<file path="src/rtl/zram_writer_pkg.sv">
// Shared types and widths for the zram write-side loader.
package zram_writer_pkg;

  localparam int ADDR_W  = 16;
  localparam int DATA_W  = 8;
  localparam int COUNT_W = 17;

  typedef enum logic [2:0] {
    IDLE,
    REQ,
    WRITE,
    TAIL,
    VERIFY,
    CHECK
  } state_e;

  typedef struct packed {
    logic [ADDR_W-1:0] address;
    logic [DATA_W-1:0] data;
  } entry_t;

endpackage

</file>
<file path="src/rtl/zram_writer_if.sv">
// Loader-side valid/ready write stream feeding zram_writer.
interface zram_writer_if;
  import zram_writer_pkg::*;

  logic              in_valid;
  logic              in_ready;
  logic [ADDR_W-1:0] in_address;
  logic [DATA_W-1:0] in_data;

  modport master (output in_valid, output in_address, output in_data, input in_ready);
  modport slave  (input in_valid, input in_address, input in_data, output in_ready);

endinterface

</file>
<file path="src/rtl/zram_writer_fifo.sv">
// Synchronous request FIFO of {address, data} entries; FIFO_DEPTH must be a power of 2.
module zram_writer_fifo
  import zram_writer_pkg::*;
#(
  parameter int FIFO_DEPTH = 16
) (
  input  logic                          clock,
  input  logic                          reset,
  input  logic                          push,
  input  entry_t                        push_entry,
  input  logic                          pop,
  output entry_t                        head,
  output logic                          full,
  output logic                          empty,
  output logic [$clog2(FIFO_DEPTH):0]   count
);

  localparam int PTR_W = $clog2(FIFO_DEPTH);
  localparam int CNT_W = PTR_W + 1;
  localparam logic [CNT_W-1:0] FULL_CNT = CNT_W'(FIFO_DEPTH);

  entry_t             storage [FIFO_DEPTH];
  logic [PTR_W-1:0]   wr_ptr;
  logic [PTR_W-1:0]   rd_ptr;
  logic               do_push;
  logic               do_pop;

  assign empty   = (count == '0);
  assign full    = (count == FULL_CNT);
  assign do_pop  = pop && !empty;
  // A pop frees a slot on the same edge, so a full FIFO may still take a push.
  assign do_push = push && (!full || do_pop);
  assign head    = storage[rd_ptr];

  // NOTE: state registers use non-blocking assignments so every flop samples pre-edge values.
  always_ff @(posedge clock or posedge reset) begin
    if (reset) begin
      wr_ptr <= '0;
      rd_ptr <= '0;
      count  <= '0;
    end else begin
      if (do_push) wr_ptr <= wr_ptr + 1'b1;
      if (do_pop)  rd_ptr <= rd_ptr + 1'b1;
      case ({do_push, do_pop})
        2'b10:   count <= count + 1'b1;
        2'b01:   count <= count - 1'b1;
        default: count <= count;
      endcase
    end
  end

  // NOTE: the storage array has no reset; the pointers alone define which entries are valid.
  always_ff @(posedge clock) begin
    if (do_push) storage[wr_ptr] <= push_entry;
  end

endmodule

</file>
<file path="src/rtl/zram_writer.sv">
// Buffers loader writes and issues them on zram port A after taking it from tz80 via hold_req/hold_ack.
// Optional read-back check of every write is enabled by defining ZRAM_WRITER_VERIFY_EN.
module zram_writer
  import zram_writer_pkg::*;
#(
  parameter int FIFO_DEPTH = 16,
  parameter int HOLD_TAIL  = 4
) (
  input  logic                clock,
  input  logic                reset,
  zram_writer_if.slave        in_bus,
  output logic                hold_req,
  input  logic                hold_ack,
  input  logic [ADDR_W-1:0]   cpu_address,
  input  logic [DATA_W-1:0]   cpu_o_data,
  input  logic                cpu_we,
  output logic [ADDR_W-1:0]   mem_address,
  output logic [DATA_W-1:0]   mem_data,
  output logic                mem_we,
  output logic                busy,
  output logic [COUNT_W-1:0]  wr_count
`ifdef ZRAM_WRITER_VERIFY_EN
  ,
  input  logic [DATA_W-1:0]   mem_q,
  output logic                verify_err,
  output logic [ADDR_W-1:0]   err_address
`endif
);

  localparam int CNT_W  = $clog2(FIFO_DEPTH) + 1;
  localparam int TAIL_W = (HOLD_TAIL < 1) ? 1 : $clog2(HOLD_TAIL + 1);
  localparam logic [COUNT_W-1:0] WR_COUNT_MAX = COUNT_W'(65536);

  state_e             state, state_next;
  entry_t             head;
  logic               full, empty, push, pop, wr_fire;
  logic [CNT_W-1:0]   count;
  logic [TAIL_W-1:0]  tail_cnt;
  logic               tail_load, tail_dec;
  logic [ADDR_W-1:0]  wr_address;
  logic [DATA_W-1:0]  wr_data;

  assign in_bus.in_ready = !full;
  assign push            = in_bus.in_valid && in_bus.in_ready;

  zram_writer_fifo #(.FIFO_DEPTH(FIFO_DEPTH)) u_fifo (
    .clock      (clock),
    .reset      (reset),
    .push       (push),
    .push_entry ({in_bus.in_address, in_bus.in_data}),
    .pop        (pop),
    .head       (head),
    .full       (full),
    .empty      (empty),
    .count      (count)
  );

`ifdef ZRAM_WRITER_VERIFY_EN
  entry_t last_wr;
  logic   chk;
`else
  logic   drains;
  // This pop empties the FIFO unless a new entry lands on the same edge.
  assign drains = (count == CNT_W'(1)) && !push;
`endif

  // NOTE: every always_comb output gets a default first so no path can infer a latch.
  always_comb begin
    state_next = state;
    pop        = 1'b0;
    wr_fire    = 1'b0;
    tail_load  = 1'b0;
    tail_dec   = 1'b0;
`ifdef ZRAM_WRITER_VERIFY_EN
    chk        = 1'b0;
`endif
    case (state)
      IDLE: if (!empty) state_next = REQ;
      REQ:  if (hold_ack) state_next = WRITE;
      WRITE: begin
        if (!hold_ack) begin
          state_next = REQ;
        end else if (!empty) begin
          wr_fire = 1'b1;
          pop     = 1'b1;
`ifdef ZRAM_WRITER_VERIFY_EN
          state_next = VERIFY;
`else
          if (drains) begin
            state_next = TAIL;
            tail_load  = 1'b1;
          end
`endif
        end else begin
          state_next = TAIL;
          tail_load  = 1'b1;
        end
      end
      TAIL: begin
        if (!hold_ack)           state_next = REQ;
        else if (!empty)         state_next = WRITE;
        else if (tail_cnt == '0) state_next = IDLE;
        else                     tail_dec   = 1'b1;
      end
`ifdef ZRAM_WRITER_VERIFY_EN
      VERIFY: state_next = hold_ack ? CHECK : REQ;
      CHECK: begin
        if (!hold_ack) begin
          state_next = REQ;
        end else begin
          chk = 1'b1;
          if (!empty) begin
            state_next = WRITE;
          end else begin
            state_next = TAIL;
            tail_load  = 1'b1;
          end
        end
      end
`endif
      default: state_next = IDLE;
    endcase
  end

  always_comb begin
    wr_address = head.address;
    wr_data    = head.data;
`ifdef ZRAM_WRITER_VERIFY_EN
    if (state == VERIFY || state == CHECK) begin
      wr_address = last_wr.address;
      wr_data    = last_wr.data;
    end
`endif
  end

  // Port A belongs to the writer exactly while hold_ack is high; tz80 writes are gated off then.
  assign mem_address = hold_ack ? wr_address : cpu_address;
  assign mem_data    = hold_ack ? wr_data    : cpu_o_data;
  assign mem_we      = hold_ack ? wr_fire    : cpu_we;
  assign hold_req    = (state != IDLE);
  assign busy        = !empty || hold_req;

  always_ff @(posedge clock or posedge reset) begin
    if (reset) begin
      state    <= IDLE;
      tail_cnt <= '0;
      wr_count <= '0;
    end else begin
      state <= state_next;
      if (tail_load)     tail_cnt <= TAIL_W'(HOLD_TAIL);
      else if (tail_dec) tail_cnt <= tail_cnt - 1'b1;
      if (wr_fire && wr_count != WR_COUNT_MAX) wr_count <= wr_count + 1'b1;
    end
  end

`ifdef ZRAM_WRITER_VERIFY_EN
  // mem_q in CHECK is the registered read of the address presented during VERIFY.
  always_ff @(posedge clock or posedge reset) begin
    if (reset) begin
      last_wr     <= '0;
      verify_err  <= 1'b0;
      err_address <= '0;
    end else begin
      if (wr_fire) last_wr <= head;
      if (chk && mem_q != last_wr.data && !verify_err) begin
        verify_err  <= 1'b1;
        err_address <= last_wr.address;
      end
    end
  end
`endif

endmodule

</file>
<file path="src/flat_wrapper.sv">
// flat-port wrapper written by rule: the top's interface ports become plain ports
module zram_writer_flat import zram_writer_pkg::*;
#(
  parameter int FIFO_DEPTH = 16,
  parameter int HOLD_TAIL  = 4
)
  (clock, reset, hold_req, hold_ack, cpu_address, cpu_o_data, cpu_we, mem_address, mem_data, mem_we, busy, wr_count, in_bus_in_valid, in_bus_in_address, in_bus_in_data, in_bus_in_ready);
  zram_writer_if in_bus_i ();
  input  logic clock;
  input  logic reset;
  output logic hold_req;
  input  logic hold_ack;
  input  logic [ADDR_W-1:0] cpu_address;
  input  logic [DATA_W-1:0] cpu_o_data;
  input  logic cpu_we;
  output logic [ADDR_W-1:0] mem_address;
  output logic [DATA_W-1:0] mem_data;
  output logic mem_we;
  output logic busy;
  output logic [COUNT_W-1:0] wr_count;
  input wire logic [$bits(in_bus_i.in_valid)-1:0] in_bus_in_valid;
  input wire logic [$bits(in_bus_i.in_address)-1:0] in_bus_in_address;
  input wire logic [$bits(in_bus_i.in_data)-1:0] in_bus_in_data;
  output wire logic [$bits(in_bus_i.in_ready)-1:0] in_bus_in_ready;
  assign in_bus_i.in_valid = in_bus_in_valid;
  assign in_bus_i.in_address = in_bus_in_address;
  assign in_bus_i.in_data = in_bus_in_data;
  assign in_bus_in_ready = in_bus_i.in_ready;
  zram_writer #(.FIFO_DEPTH(FIFO_DEPTH), .HOLD_TAIL(HOLD_TAIL)) u_core (.clock(clock), .reset(reset), .in_bus(in_bus_i), .hold_req(hold_req), .hold_ack(hold_ack), .cpu_address(cpu_address), .cpu_o_data(cpu_o_data), .cpu_we(cpu_we), .mem_address(mem_address), .mem_data(mem_data), .mem_we(mem_we), .busy(busy), .wr_count(wr_count));
endmodule
</file>
<file path="config.mk">
export PLATFORM = sky130hd
export DESIGN_NAME = zram_writer_flat
export DESIGN_NICKNAME = d
export VERILOG_FILES = /design/src/rtl/zram_writer_pkg.sv /design/src/rtl/zram_writer_if.sv /design/src/rtl/zram_writer_fifo.sv /design/src/rtl/zram_writer.sv /design/src/flat_wrapper.sv
export SDC_FILE = /design/constraint.sdc
export NUM_CORES = 1
export LEC_CHECK = 0
export ABC_AREA = 0
export BUFFER_PORTS_ARGS = -buffer_cell sky130_fd_sc_hd__buf_2
export CORE_UTILIZATION = 30
export DETAILED_ROUTE_END_ITERATION = 10
export PLACE_DENSITY = 0.42
export SETUP_SLACK_MARGIN = 0.05
export SLEW_MARGIN = 20
export SYNTH_ARGS = -nofsm -noshare
export SYNTH_HDL_FRONTEND = slang
export SYNTH_SLANG_ARGS = --single-unit
</file>
<file path="constraint.sdc">
create_clock -name clock -period 5.37 [get_ports clock]
set_input_delay 1.074 -clock clock [delete_from_list [all_inputs] [get_ports clock]]
set_output_delay 1.074 -clock clock [all_outputs]
set_load 0.05 [all_outputs]
</file>
==> flow_metrics.env <==
export IMPL_worst_pin_slew_ns=1.075
export IMPL_hold_path_class="register to register"
export IMPL_arrival_ns=3.15
export IMPL_ys_types=48
export IMPL_cts_buffers=47
export IMPL_p_leak_uw=0.006675
export IMPL_grt_pass1_wl_mm=60.90
export IMPL_synth_top_cell_area_share_pct=67.67
export IMPL_core_sq_um=55630
export IMPL_via_count=8302
export IMPL_ios=98
export IMPL_period_needed_ns=4.221
export IMPL_drtPass1Iterations=4
export IMPL_slew_headroom_pct=28.31
export IMPL_layout_worst_path_cycle_share_pct=78.60
export IMPL_die_w_microns=240.3
export IMPL_rsz0062_at_grt="no"
export IMPL_ys_seq_elements=419
export IMPL_ir_drop_uv=237.8
export IMPL_crit_path_end_kind="primary output"
export IMPL_initial_core_util_pct=30.63
export IMPL_pwr_density_cell_nw_per_um2=527.7
export IMPL_critPathMaxStageDelay_ns=0.86
export IMPL_synth_fp_nets=890
export IMPL_synth_seq_area_share_pct=72.81
export IMPL_top_layer="met4"
export IMPL_drtAntennaViolNets=0
export IMPL_cp_cell_sequence="buf_12 -> mux4_1 -> mux2_2 -> o22ai_1 -> a21oi_1 -> buf_2"
export IMPL_grt_max_degree=45
export IMPL_clk_latency_ns=0.60
export IMPL_skew_ns=0.04212
export IMPL_die_area_sq_um=57760
export IMPL_wl_met2_mm=20.16
export IMPL_syn_cell_area_sq_um=17040
export IMPL_wirelength_mm=41.96
export IMPL_slew_viol_final=0
export IMPL_wl_per_cell_microns=24.14
export IMPL_synth_most_common_cell="edfxtp_1"
export IMPL_hold_viol_final=0
export IMPL_fillerInstances=5238
export IMPL_cts_resized=0
export IMPL_cts_tree="yes"
export IMPL_critPathBufInv=2
export IMPL_critical_path_class="register to primary output"
export IMPL_postSynthCellCount=823
export IMPL_setup_tns_ns=0
export IMPL_grt_pass1_vias=8695
export IMPL_syn2layout_area_growth_pct=17.39
export IMPL_ys_flop_type="edfxtp_1"
export IMPL_die_y_microns=240.3
export IMPL_cts_root_buffer="clkbuf_16"
export IMPL_antenna_found_initial=1
export IMPL_clk_path_buf_depth=3
export IMPL_synthTopCellsByCount="edfxtp_1, mux4_1, o22ai_1"
export IMPL_drc_errors=0
export IMPL_synth_edf_count=384
export IMPL_port_buffers=97
export IMPL_synth_avg_cell_area_sq_um=20.70
export IMPL_dp_hpwl_mm=23.78
export IMPL_cp_max_fo=36
export IMPL_final_nets=1018
export IMPL_max_cap_violations=0
export IMPL_setup_viol=0
export IMPL_dr_wl_met3_mm=1.449
export IMPL_grtUsageTotal_pct=14.85
export IMPL_rows=86
export IMPL_yosysWarningCount=0
export IMPL_cp_start_kind="register"
export IMPL_crit_required_ns=4.30
export IMPL_vias_per_cell=4.777
export IMPL_dpl_cell_area_sq_um=18330
export IMPL_fin_area_sq_um=20000
export IMPL_path_clk_slew_ns=0.06
export IMPL_drt_iter0_drc=573
export IMPL_critical_path_slowest_cell="dfrtp_4"
export IMPL_yosys_area_top_type="edfxtp_1"
export IMPL_outcome="finished clean"
export IMPL_timing_fmax_mhz=236.9
export IMPL_crit_family="multiplexers"
export IMPL_async_flop_share_pct=8.353
export IMPL_htreeDepth=2
export IMPL_drive_gt1_share_pct=29.22
export IMPL_drt_met1_wl_mm=19.54
export IMPL_cts_sinks=419
export IMPL_gp_congestion=0.6962
export IMPL_postCtsSetupBuffers=0
export IMPL_grt_ovfl_total=0
export IMPL_postCtsHoldBufs=0
export IMPL_synthTopCellsByArea="edfxtp_1, mux4_1, mux4_2, dfrtp_1, o22ai_1"
-- cells by family (layout without fill, tap and decap cells) --
family / Yosys count / after routing / share of synthesized area, %
flops: 419 / 419 / 72.81
mux: 123 / 123 / 15.59
simple gates: 93 / 93 / 3.312
compound gates: 82 / 82 / 2.834
buf+inv: 64 / 230 / 2.988
xor+xnor: 28 / 28 / 1.439
fa+ha+maj: 14 / 14 / 1.028
other cells: 0 / 1 / 0
-- power breakdown --
group          switching [uW]  total, uW  internal (uW)
Clock                    1320       3430           2120
Combinational            1660       2840           1180
Sequential                344       4290           3940
Total                    3320      10600           7240
-- final cells by class --
cell class | instances | area, sq um | share of cell area, %
tap | 748 | 935.9 | 4.679
sequential | 419 | 12420 | 62.07
antenna | 1 | 2.502 | 0.01251
clock buffer | 60 | 1316 | 6.580
inverter | 18 | 67.56 | 0.3378
timing repair buffer | 125 | 720.7 | 3.603
clock inverter | 27 | 359.1 | 1.795
multi-input combinational | 340 | 4187 | 20.93
-- routing by layer --
| metal | GRT usage, % | up-vias |
|---|---|---|
| met5 | 0 | - |
| met1 | 20.56 | 4377 |
| met4 | 4.323 | 0 |
| li1 | - | 3711 |
| met3 | 2.331 | 54 |
| met2 | 24.08 | 160 |
-- path summary, 6_finish.rpt --
check	from	to	slack, ns	cells past startpoint
setup / recovery	u_core.u_fifo.rd_ptr[2]	mem_data[0]	1.15	6
max in group asynchronous	reset	u_core.u_fifo.rd_ptr[3]	4.33	3
setup reg to reg	u_core.u_fifo.count[0]	u_core.u_fifo.storage[10][21]	1.95	8
hold reg to reg	u_core.wr_count[16]	u_core.wr_count[16]	0.50	1
hold / removal	u_core.wr_count[16]	u_core.wr_count[16]	0.50	1
min in group asynchronous	reset	u_core.u_fifo.rd_ptr[1]	0.63	3
-- through the flow --
| stage | util (%) | setup WS (ns) | std cells | hold slack, ns | power (uW) |
|---|---|---|---|---|---|
| final | 35.96 | 1.149 | 1738 | 0.4961 | 10560 |
| after global routing | 35.95 | 0.9907 | 1737 | 0.5363 | 11040 |
| after CTS | 35.95 | 1.055 | 1737 | 0.5019 | 10750 |
| after detailed placement | 32.94 | 1.639 | 1650 | 0.4883 | 7277 |
| after global placement | 32.94 | 1.651 | 1650 | 0.4688 | 7275 |
| after floorplan | - | 1.034 | 823 | 0.4588 | 6408 |
-- state kept, by name (all words and copies together), names as in the netlist --
register	flops
u_core.u_fifo.rd_ptr	4
u_core.tail_cnt	3
u_core.u_fifo.storage	384
u_core.wr_count	17
u_core.state	2
u_core.u_fifo.wr_ptr	4
u_core.u_fifo.count	5
-- placed cells by master, fill, tap and decap left out, drive strengths merged, types with 3 or more instances in the layout --
| master | instances |
|---|---|
| nor2 | 13 |
| nor3 | 4 |
| edfxtp | 384 |
| nand3 | 10 |
| nor4 | 6 |
| and4 | 3 |
| mux2 | 26 |
| ha | 14 |
| dfrtp | 35 |
| bufinv | 8 |
| nor4b | 4 |
| nand2 | 13 |
| buf | 125 |
| and3 | 6 |
| inv | 18 |
| a21oi | 27 |
| nand4 | 12 |
| mux4 | 96 |
| clkinv | 19 |
| xor2 | 4 |
| clkbuf | 60 |
| xnor2 | 24 |
| o21ai | 3 |
| and2 | 9 |
| o22ai | 49 |
(Power assumes the default switching activity.)
